[src/rtl/qeciphy_tx_controller.sv]
// QECIPHY transmit link controller: lock wait, training, partner handshake, sticky fault reporting.
// Optional partner-wait timeout is compiled in with `define QECIPHY_TX_PARTNER_TIMEOUT_EN.
module qeciphy_tx_controller #(
  parameter int LOCK_TIMEOUT_CYCLES    = 1024,
  parameter int MIN_ALIGN_CYCLES       = 128,
  parameter int PARTNER_TIMEOUT_CYCLES = 65536
) (
  input  logic       clk_i,
  input  logic       rst_n_i,
  input  logic       enable_i,
  input  logic       tx_locked_i,
  input  logic       rx_rdy_i,
  input  logic       tx_underflow_i,
  output logic       tx_enable_o,
  output logic       tx_align_o,
  output logic       tx_rdy_o,
  output logic       tx_fault_fatal_o,
  output logic [3:0] tx_error_code_o
);

  localparam int MAX_BASE = (LOCK_TIMEOUT_CYCLES > MIN_ALIGN_CYCLES) ? LOCK_TIMEOUT_CYCLES
                                                                     : MIN_ALIGN_CYCLES;
`ifdef QECIPHY_TX_PARTNER_TIMEOUT_EN
  localparam int MAX_CNT = (PARTNER_TIMEOUT_CYCLES > MAX_BASE) ? PARTNER_TIMEOUT_CYCLES : MAX_BASE;
`else
  // Partner timeout is unused here; the zero product keeps it out of the counter width.
  localparam int MAX_CNT = MAX_BASE + 0 * PARTNER_TIMEOUT_CYCLES;
`endif
  localparam int CW = $clog2(MAX_CNT + 1);

  localparam logic [CW-1:0] CNT_SAT   = {CW{1'b1}};
  localparam logic [CW-1:0] LOCK_LAST = CW'(LOCK_TIMEOUT_CYCLES - 1);
  localparam logic [CW-1:0] ALIGN_LAST = CW'(MIN_ALIGN_CYCLES - 1);
`ifdef QECIPHY_TX_PARTNER_TIMEOUT_EN
  localparam logic [CW-1:0] PARTNER_LAST = CW'(PARTNER_TIMEOUT_CYCLES - 1);
`endif

  localparam logic [3:0] ERR_NONE         = 4'h0;
  localparam logic [3:0] ERR_LOCK_TIMEOUT = 4'h1;
  localparam logic [3:0] ERR_LOCK_LOST    = 4'h2;
  localparam logic [3:0] ERR_UNDERFLOW    = 4'h3;
`ifdef QECIPHY_TX_PARTNER_TIMEOUT_EN
  localparam logic [3:0] ERR_PARTNER_TO   = 4'h4;
`endif

  typedef enum logic [2:0] {
    S_DISABLED, S_WAIT_LOCK, S_ALIGN, S_WAIT_PARTNER, S_READY, S_FAULT
  } state_t;

  state_t        state_q;
  logic [CW-1:0] cnt_q;
  logic [3:0]    err_q;

  always_ff @(posedge clk_i or negedge rst_n_i) begin
    if (!rst_n_i) begin
      state_q          <= S_DISABLED;
      cnt_q            <= '0;
      err_q            <= ERR_NONE;
      tx_enable_o      <= 1'b0;
      tx_align_o       <= 1'b0;
      tx_rdy_o         <= 1'b0;
      tx_fault_fatal_o <= 1'b0;
      tx_error_code_o  <= ERR_NONE;
    end else begin
      // Outputs follow the state register by one cycle.
      tx_enable_o      <= state_q inside {S_WAIT_LOCK, S_ALIGN, S_WAIT_PARTNER, S_READY};
      tx_align_o       <= state_q inside {S_WAIT_LOCK, S_ALIGN, S_WAIT_PARTNER};
      tx_rdy_o         <= (state_q == S_READY);
      tx_fault_fatal_o <= (state_q == S_FAULT);
      tx_error_code_o  <= (state_q == S_FAULT) ? err_q : ERR_NONE;

      if (cnt_q != CNT_SAT) cnt_q <= cnt_q + 1'b1;

      if (!enable_i) begin
        err_q <= ERR_NONE;
        if (state_q != S_DISABLED) begin
          state_q <= S_DISABLED;
          cnt_q   <= '0;
        end
      end else begin
        unique case (state_q)
          S_DISABLED: begin
            state_q <= S_WAIT_LOCK;
            cnt_q   <= '0;
          end
          S_WAIT_LOCK: begin
            if (tx_locked_i) begin
              state_q <= S_ALIGN;
              cnt_q   <= '0;
            end else if (cnt_q == LOCK_LAST) begin
              state_q <= S_FAULT;
              cnt_q   <= '0;
              err_q   <= ERR_LOCK_TIMEOUT;
            end
          end
          S_ALIGN: begin
            if (!tx_locked_i) begin
              state_q <= S_FAULT;
              cnt_q   <= '0;
              err_q   <= ERR_LOCK_LOST;
            end else if (cnt_q == ALIGN_LAST) begin
              state_q <= S_WAIT_PARTNER;
              cnt_q   <= '0;
            end
          end
          S_WAIT_PARTNER: begin
            if (!tx_locked_i) begin
              state_q <= S_FAULT;
              cnt_q   <= '0;
              err_q   <= ERR_LOCK_LOST;
            end else if (rx_rdy_i) begin
              state_q <= S_READY;
              cnt_q   <= '0;
            end
`ifdef QECIPHY_TX_PARTNER_TIMEOUT_EN
            else if (cnt_q == PARTNER_LAST) begin
              state_q <= S_FAULT;
              cnt_q   <= '0;
              err_q   <= ERR_PARTNER_TO;
            end
`endif
          end
          S_READY: begin
            // Lock loss outranks underflow; losing the partner only drops back to training.
            if (!tx_locked_i) begin
              state_q <= S_FAULT;
              cnt_q   <= '0;
              err_q   <= ERR_LOCK_LOST;
            end else if (tx_underflow_i) begin
              state_q <= S_FAULT;
              cnt_q   <= '0;
              err_q   <= ERR_UNDERFLOW;
            end else if (!rx_rdy_i) begin
              state_q <= S_WAIT_PARTNER;
              cnt_q   <= '0;
            end
          end
          S_FAULT: ;
          default: begin
            state_q <= S_DISABLED;
            cnt_q   <= '0;
          end
        endcase
      end
    end
  end

endmodule

[config.mk]
export PLATFORM = sky130hd
export DESIGN_NAME = qeciphy_tx_controller
export DESIGN_NICKNAME = d
export VERILOG_FILES = /design/src/rtl/qeciphy_tx_controller.sv
export SDC_FILE = /design/constraint.sdc
export NUM_CORES = 1
export LEC_CHECK = 0
export ABC_AREA = 1
export BUFFER_PORTS_ARGS = -buffer_cell sky130_fd_sc_hd__buf_2
export CAP_MARGIN = 40
export CORE_UTILIZATION = 40
export DETAILED_ROUTE_END_ITERATION = 10
export GPL_TIMING_DRIVEN = 0
export PLACE_DENSITY = 0.57
export SETUP_SLACK_MARGIN = 0.1
export SLEW_MARGIN = 20
export SYNTH_ARGS = -nofsm -noshare
export SYNTH_HDL_FRONTEND = slang
export SYNTH_SLANG_ARGS = --single-unit
[constraint.sdc]
create_clock -name clk_i -period 1.5 [get_ports clk_i]
set_input_delay 0.375 -clock clk_i [delete_from_list [all_inputs] [get_ports clk_i]]
set_output_delay 0.375 -clock clk_i [all_outputs]
set_load 0.02 [all_outputs]
==> results.cfg, run 1 <==
[sta]
period_minus_slack_ns = 1.53
max_freq_mhz = 652
finalHoldViolCount = 6
drv_slew = 0
clock_skew_ns = 0.00747
setup_viol = 10
worst_slack_ns = -0.0343
final.period_utilization_pct = 102
rsz0062_at_grt = true
hold_slack_ns = -0.00272

[cells_and_area]
nNetsFinal = 242
utilization_pct = 54.5
area_growth_syn_to_layout_pct = 27.7
mostFrequentLayoutCell = nand2_1
final_cell_mix = nand2_1 (39), nor2_1 (29), inv_1 (27)
drive_above_1_share_pct = 35.0
fin_cells = 280
design_area_sq_um = 1850
antenna_cells = 0

[drt]
ant_nets = 0
firstDrtPassIters = 4
via_per_inst = 4.78
drc = 0
vias = 1339
dr.first_iter.drc_count = 63
routed_wl_um = 3180
wl_per_cell_um = 11.4

[run_status]
violations = negative hold slack, negative setup slack
outcome = finished with violations

[cts]
ctsHoldBuffers = 0
clkLatencyLatePin_ns = 0.31
cts_tree = built
clk_pin_slew_ns = 0.13
clockBufferDepth = 2
cts-root-buf = clkbuf_4
cts.sinks = 22
cts_max_level = 1
cts-buffers-inserted = 3

[yosys]
netlist_area_sq_um = 1450
yosysWarnings = 0
synth_cell_types = 29
syn_avg_cell_area_sq_um = 7.20
synth_top_area_cell = dfrtp_1
synth_seq_cells = 22
syn_inst = 201
ys_seq_area_share_pct = 38.0
synthTopCellsByArea = dfrtp_1 (38%), nand2_1 (10%), nor2_1 (8.6%), inv_1 (7.3%), nand3_1 (5.2%)
yosysTopAreaCellShare_pct = 38.0

[setup_path]
crit_buf_inv = 3
worst_r2r_path_depth = 9
crit_slowest_cell = dfrtp_2
cp_num_cells = 9
crit_path_end_kind = flop
crit_chain = nor2_4, nand2_1, nor2_2, inv_1, o21ai_2, nor2_4, buf_6, buf_8, nor2_2
cp_top_family = simple AND/OR/NAND/NOR gates
crit_required_ns = 1.76
cp_data_arrival_time_ns = 1.79
startpoint_type = flop
critPathMaxStageDelay_ns = 0.47
path_class = reg2reg
cp_max_fo = 6

[global_route]
grt_pass1_vias = 1337
grt_pass1_wl_um = 5530
antenna_found_initial = 0
track_usage_pct = 17.7
grt_overflow_total = 0
grt_max_degree = 23

[floorplan]
start_util_pct = 42.7
die-area_sq_um = 3860
io_pins = 14
die_w_um = 62.2
die_h_um = 62.2
coreArea_sq_um = 3390
row_count = 21

[placed_design]
place_area_sq_um = 1570
numPortBuffers = 11
gp_congestion = 0.895
dp_cells = 259
dp_hpwl_um = 2280
dp_slack_ns = -0.213

[power]
power.density_nw_per_um2 = 1580
p_leak_uw = 0.000942
total_power_uw = 2920
peakVddDrop_mv = 0.667

[worst_hold_path]
hp-class = in2async

[run]
cap_violations = 0
-- timing repair --
action                     CTS  global route
gates cloned                 1             0
hold endpoints to repair     0             0
resized for setup           11            17
pin swaps                    5            10
setup buffers               11             5
setup endpoints to repair   15            16
-- final timing paths --
path                            slack [ns]       start                 end
worst min-delay path                -0.003     rst_n_i  tx_error_code_o[1]
worst max-delay path                 -0.03  state_q[0]            cnt_q[1]
worst min register to register        0.53    err_q[1]  tx_error_code_o[1]
min in group clk_i                    0.48    enable_i            err_q[0]
worst max register to register       -0.03  state_q[0]            cnt_q[1]
max in group asynchronous             1.15     rst_n_i          state_q[1]
-- final cells by class --
| type | count | area [sq um] |
|---|---|---|
| plain buffers | 5 | 42.5 |
| repair buffers | 28 | 214 |
| inverters | 31 | 121 |
| fillers | 321 | 1540 |
| well taps | 46 | 57.6 |
| flip-flops and latches | 22 | 553 |
| multi-input cells | 144 | 823 |
| clock buffers | 4 | 36.3 |
-- power breakdown --
part           internal, uW  switching (uW)
registers               718            94.3
clock network           148             192
logic                   796             969
total                  1660            1260
-- cells in the mapped netlist --
cell and number:
a21oi_1 4, a31o_2 1, nor2_4 6, o21bai_1 1, nor3_1 3, ha_1 1
a21boi_1 1, buf_6 1, buf_2 1, xor2_1 4, nand2_4 1, o21ai_0 8
nand3_2 2, dfrtp_1 22, or2_1 1, nand3_1 15, inv_1 28, nand4_1 4
nand2_2 3, nand3b_1 1, buf_4 3, nor2_1 33, nor2_2 10, conb_1 1
inv_2 3, o22ai_1 1, o21ai_2 1, xnor2_1 1, nand2_1 40
-- per-stage QoR --
| stage | hold slack (ns) | setup TNS (ns) |
|---|---|---|
| floorplan | 0.0794 | 0 |
| global placement | 0.363 | -1.65 |
| detailed placement | 0.369 | -1.97 |
| CTS | 0.0139 | -0.356 |
| global route | 0.0367 | -1.59 |
| finish | -0.00272 | -0.191 |
-- state kept, by name, summed over array words and instances (netlist names) --
signal            flops
cnt_q                11
err_q                 2
state_q               3
tx_align_o            1
tx_enable_o           1
tx_error_code_o       2
tx_fault_fatal_o      1
tx_rdy_o              1
-- cells by family (layout without fill, tap and decap cells) --
logic type | count (synthesis) | count (layout) | share of synthesized area, %
flops | 22 | 22 | 38.0
fa+ha+maj | 1 | 1 | 0.864
simple gates | 119 | 119 | 40.3
xor+xnor | 5 | 5 | 3.02
buf+inv | 36 | 68 | 10.7
compound gates | 17 | 17 | 6.83
other cells | 1 | 2 | 0.259
-- metal layers --
metal  global-route usage, %  routed length (um)  vias up
met3                    2.21                  90        6
met5                       0                   0        -
met1                    22.3                1500      618
met4                    5.52                  49        0
li1                        -                   -      690
met2                    31.5                1550       25
(Power assumes the default switching activity.)
==> inputs of run 2 (changes only) <==
ABC_CLOCK_PERIOD_IN_PS = 1500   (was default)
CAP_MARGIN = 5   (was 40)
CTS_BUF_LIST = sky130_fd_sc_hd__clkbuf_4   (was default)
==> results.cfg, run 2 (synthesis results as in run 1) <==
[run_status]
violations = negative setup slack
outcome = finished with violations

[cells_and_area]
mostFrequentLayoutCell = nand2_1
final_cell_mix = nand2_1 (39), nor2_1 (30), inv_1 (27)
antenna_cells = 0
largest_reg_flops = 11
nNetsFinal = 241
reg.largest.list = cnt_q (11), state_q (3)
area_growth_syn_to_layout_pct = 24.9
utilization_pct = 53.3
drive_above_1_share_pct = 31.8
fin_cells = 279
largest_register = cnt_q

[placed_design]
gp_congestion = 0.895
dp_hpwl_um = 2280
dp_cells = 259
numPortBuffers = 11
dp_slack_ns = -0.213

[worst_hold_path]
hp-class = in2async

[cts]
clkLatencyLatePin_ns = 0.31
cts-buffers-inserted = 3
cts_tree = built
cts-root-buf = clkbuf_4
ctsHoldBuffers = 0
clk_pin_slew_ns = 0.13
clockBufferDepth = 2
cts.sinks = 22
cts_max_level = 1

[setup_path]
reg2reg_from = state_q[1]
cpMostUsedCell = nor2_4
crit_required_ns = 1.75
crit_slowest_cell = dfrtp_2
crit_buf_inv = 3
cp_max_fo = 5
startpoint_type = flop
cp_top_family = simple AND/OR/NAND/NOR gates
cp_data_arrival_time_ns = 1.81
ff2ff_setup_slack_ns = -0.06
path_class = reg2reg
critPathMaxStageDelay_ns = 0.47
crit_chain = nor2_4, nand2_1, nor2_1, inv_1, o21ai_2, nor2_4, buf_6, buf_16, nor2_2
startpoint = state_q[1]
crit_path_end_kind = flop

[drt]
drc = 0
wl_met1_um = 1460
dr_wl_met2_um = 1480
wl_per_cell_um = 11.2
via_per_inst = 4.78
routed_wl_um = 3120
ant_nets = 0
dr.first_iter.drc_count = 71
top_layer = met4
wl_met3_um = 122
vias = 1333
firstDrtPassIters = 5

[floorplan]
die_w_um = 62.2
die_h_um = 62.2
die-area_sq_um = 3860
row_count = 21
coreArea_sq_um = 3390
start_util_pct = 42.7
io_pins = 14

[global_route]
grt_overflow_total = 0
grt_max_degree = 23
grt_pass1_wl_um = 5510
grt_pass1_vias = 1330
track_usage_pct = 17.7
antenna_found_initial = 0

[sta]
rsz0062_at_grt = true
finalHoldViolCount = 0
clock_skew_ns = 0.00511
setup_viol = 12
period_minus_slack_ns = 1.56
drv_slew = 0
final.period_utilization_pct = 104
max_freq_mhz = 641
worst_slack_ns = -0.0605

[power]
netSwitchingFraction_pct = 43.5
total_power_uw = 2800
power.density_nw_per_um2 = 1550
peakVddDrop_mv = 0.649
p_leak_uw = 0.000931
p_sw_uw = 1220
seqPwrFrac_pct = 29.0
p_int_uw = 1580
combPwrFrac_pct = 60.9
clkPwrFrac_pct = 10.1

[run]
cap_violations = 0
## run 2: power by group through the flow
stage	Clock (uW)	Sequential (uW)	Combinational, uW
4_1_cts	300	814	1530
3_5_place_dp	0	826	1180
5_1_grt	323	833	1870
2_1_floorplan	0	860	887
3_3_place_gp	0	818	1170
6_report	282	812	1710
## run 2: path summary, 6_finish.rpt
kind | to | cells past startpoint
max | cnt_q[2] | 9
min | tx_error_code_o[1] | 1
max reg2reg | cnt_q[2] | 9
min reg2reg | tx_error_code_o[1] | 2
max in group asynchronous | state_q[1] | 1
min in group clk_i | err_q[0] | 4
## run 2: area by class of cell
| type | instances | area, sq um |
|---|---|---|
| well taps | 46 | 57.6 |
| inverters | 31 | 119 |
| plain buffers | 5 | 42.5 |
| multi-input cells | 144 | 803 |
| clock inverters | 1 | 3.75 |
| repair buffers | 27 | 206 |
| clock buffers | 3 | 22.5 |
| flip-flops and latches | 22 | 553 |
| fillers | 327 | 1580 |
## run 2: per-stage QoR
stage / hold WS, ns / setup TNS (ns) / instance area (sq um)
detailed placement: 0.369 / -1.97 / 1570
global placement: 0.363 / -1.65 / 1570
CTS: 0.0147 / -0.358 / 1750
global route: 0.0367 / -1.65 / 1810
finish: 0.00472 / -0.459 / 1810
floorplan: 0.0794 / 0 / 1450
## run 2: what timing repair did
item	4_1_cts	5_1_grt
gates resized for setup	11	11
pin swaps	5	6
setup buffers	11	4
gates cloned	1	0
endpoints found under the setup margin	15	16
## run 2: metal layers
metal / vias to the layer above / GRT usage [%]
li1: 686 / -
met4: 0 / 5.52
met2: 29 / 31.2
met5: - / 0
met3: 6 / 2.21
met1: 612 / 22.3
==> inputs of run 3 (changes only) <==
CTS_BUF_LIST = sky130_fd_sc_hd__clkbuf_8 sky130_fd_sc_hd__clkbuf_16   (was sky130_fd_sc_hd__clkbuf_4)
CTS_CLUSTER_SIZE = 30   (was default)
==> results.cfg, run 3 (synthesis results as in run 1) <==
[cts]
cts-buffers-inserted = 3
cts-root-buf = clkbuf_8
clockBufferDepth = 2
cts.sinks = 22
cts_max_level = 1
ctsHoldBuffers = 0
clkLatencyLatePin_ns = 0.26
clk_pin_slew_ns = 0.08
cts_tree = built

[cells_and_area]
fillers = 307
area_growth_syn_to_layout_pct = 31.7
antenna_cells = 0
utilization_pct = 56.3
largest_register = cnt_q
final_cell_mix = nand2_1 (38), inv_1 (27), nor2_1 (27)
design_area_sq_um = 1910
nNetsFinal = 243
fin_cells = 281
reg.largest.list = cnt_q (11), state_q (3)
drive_above_1_share_pct = 37.0
mostFrequentLayoutCell = nand2_1
largest_reg_flops = 11

[run_status]
outcome = finished with violations
violations = negative setup slack

[global_route]
grt_pass1_vias = 1351
track_usage_pct = 17.9
grt_pass1_wl_um = 5590
antenna_found_initial = 0
grt_max_degree = 23
grt_overflow_total = 0

[drt]
ant_nets = 0
wl_per_cell_um = 11.7
dr.first_iter.drc_count = 77
firstDrtPassIters = 4
drc = 0
via_per_inst = 4.83
vias = 1357
routed_wl_um = 3280

[floorplan]
coreArea_sq_um = 3390
die-area_sq_um = 3860
die_h_um = 62.2
io_pins = 14
die_w_um = 62.2
start_util_pct = 42.7
row_count = 21

[placed_design]
place_area_sq_um = 1570
gp_congestion = 0.895
dp_hpwl_um = 2280
numPortBuffers = 11
dp_cells = 259

[sta]
max_freq_mhz = 656
worst_slack_ns = -0.0240
drv_slew = 0
setup_viol = 10
final.period_utilization_pct = 102
finalHoldViolCount = 0
period_minus_slack_ns = 1.52
rsz0062_at_grt = true
clock_skew_ns = 0.00449
hold_slack_ns = 0.0631

[power]
p_leak_uw = 0.000963
clkPwrFrac_pct = 13.6
peakVddDrop_mv = 0.752
combPwrFrac_pct = 60.8
seqPwrFrac_pct = 25.6
power.density_nw_per_um2 = 1660
netSwitchingFraction_pct = 42.5
p_sw_uw = 1340
p_int_uw = 1820

[setup_path]
cp_data_arrival_time_ns = 1.68
crit_path_end_kind = flop
critPathMaxStageDelay_ns = 0.40
cp_top_family = simple AND/OR/NAND/NOR gates
path_class = reg2reg
crit_slowest_cell = dfrtp_1
startpoint_type = flop
crit_required_ns = 1.66
cp_max_fo = 5
crit_chain = ha_4, nand3_4, inv_4, nand3_2, nand2_2, o21ai_2, nor2_4, buf_6, buf_8, nor2_2
crit_buf_inv = 3

[run]
cap_violations = 0

[worst_hold_path]
hp-class = in2async
-- run 3: changes by cell type in the layout (fill, tap and decap cells not counted), moves of 3 or more --
cell | previous run | this run
nor2_1 | 30 | 27
nor2_2 | 12 | 15
nand3_2 | 3 | 7
clkbuf_4 | 3 | 0
clkbuf_8 | 0 | 4
nand3_1 | 13 | 9
-- run 3: metal layers --
metal,track usage (%),share of wire (%),up-vias
li1,-,-,691
met1,22.5,47,633
met2,31.3,49,27
met3,1.65,2.6,6
met4,6.98,1.6,0
met5,0,0,-
-- run 3: final cells by class --
| type | instances | area [sq um] | share of cell area (%) |
|---|---|---|---|
| Buffer | 5 | 46.3 | 2.43 |
| Tap cell | 46 | 57.6 | 3.02 |
| Sequential cell | 22 | 553 | 29.0 |
| Clock buffer | 4 | 55.1 | 2.89 |
| Multi-Input combinational cell | 144 | 852 | 44.7 |
| Timing Repair Buffer | 29 | 221 | 11.6 |
| Inverter | 31 | 121 | 6.36 |
-- run 3: power by group through the flow --
stage	clock network, uW	registers (uW)	logic [uW]
final	431	809	1920
after global routing	476	825	2090
after CTS	445	809	1530
after detailed placement	0	826	1180
after global placement	0	818	1170
after floorplan	0	860	887
-- run 3: repair_timing --
item	4_1_cts	5_1_grt
gates cloned	1	0
resized for setup	9	27
endpoints found under the setup margin	15	16
buffers inserted	11	6
hold endpoints to repair	0	0
pin swaps	5	12
-- run 3: stage by stage --
step / total power (uW) / TNS (ns) / setup WS, ns
floorplan: 1750 / 0 / 0.0442
global placement: 1990 / -1.65 / -0.143
detailed placement: 2010 / -1.97 / -0.213
CTS: 2780 / -0.281 / -0.0294
global route: 3390 / -1.46 / -0.122
finish: 3160 / -0.189 / -0.0240
-- run 3: final timing paths --
path	startpoint	to	slack, ns	cells past startpoint
worst max-delay path	cnt_q[1]	cnt_q[1]	-0.02	10
worst min-delay path	rst_n_i	err_q[0]	0.06	1
worst max register to register	cnt_q[1]	cnt_q[1]	-0.02	10
worst min register to register	err_q[0]	err_q[0]	0.52	2
max in group asynchronous	rst_n_i	state_q[0]	1.08	1
min in group clk_i	err_q[0]	err_q[0]	0.52	2
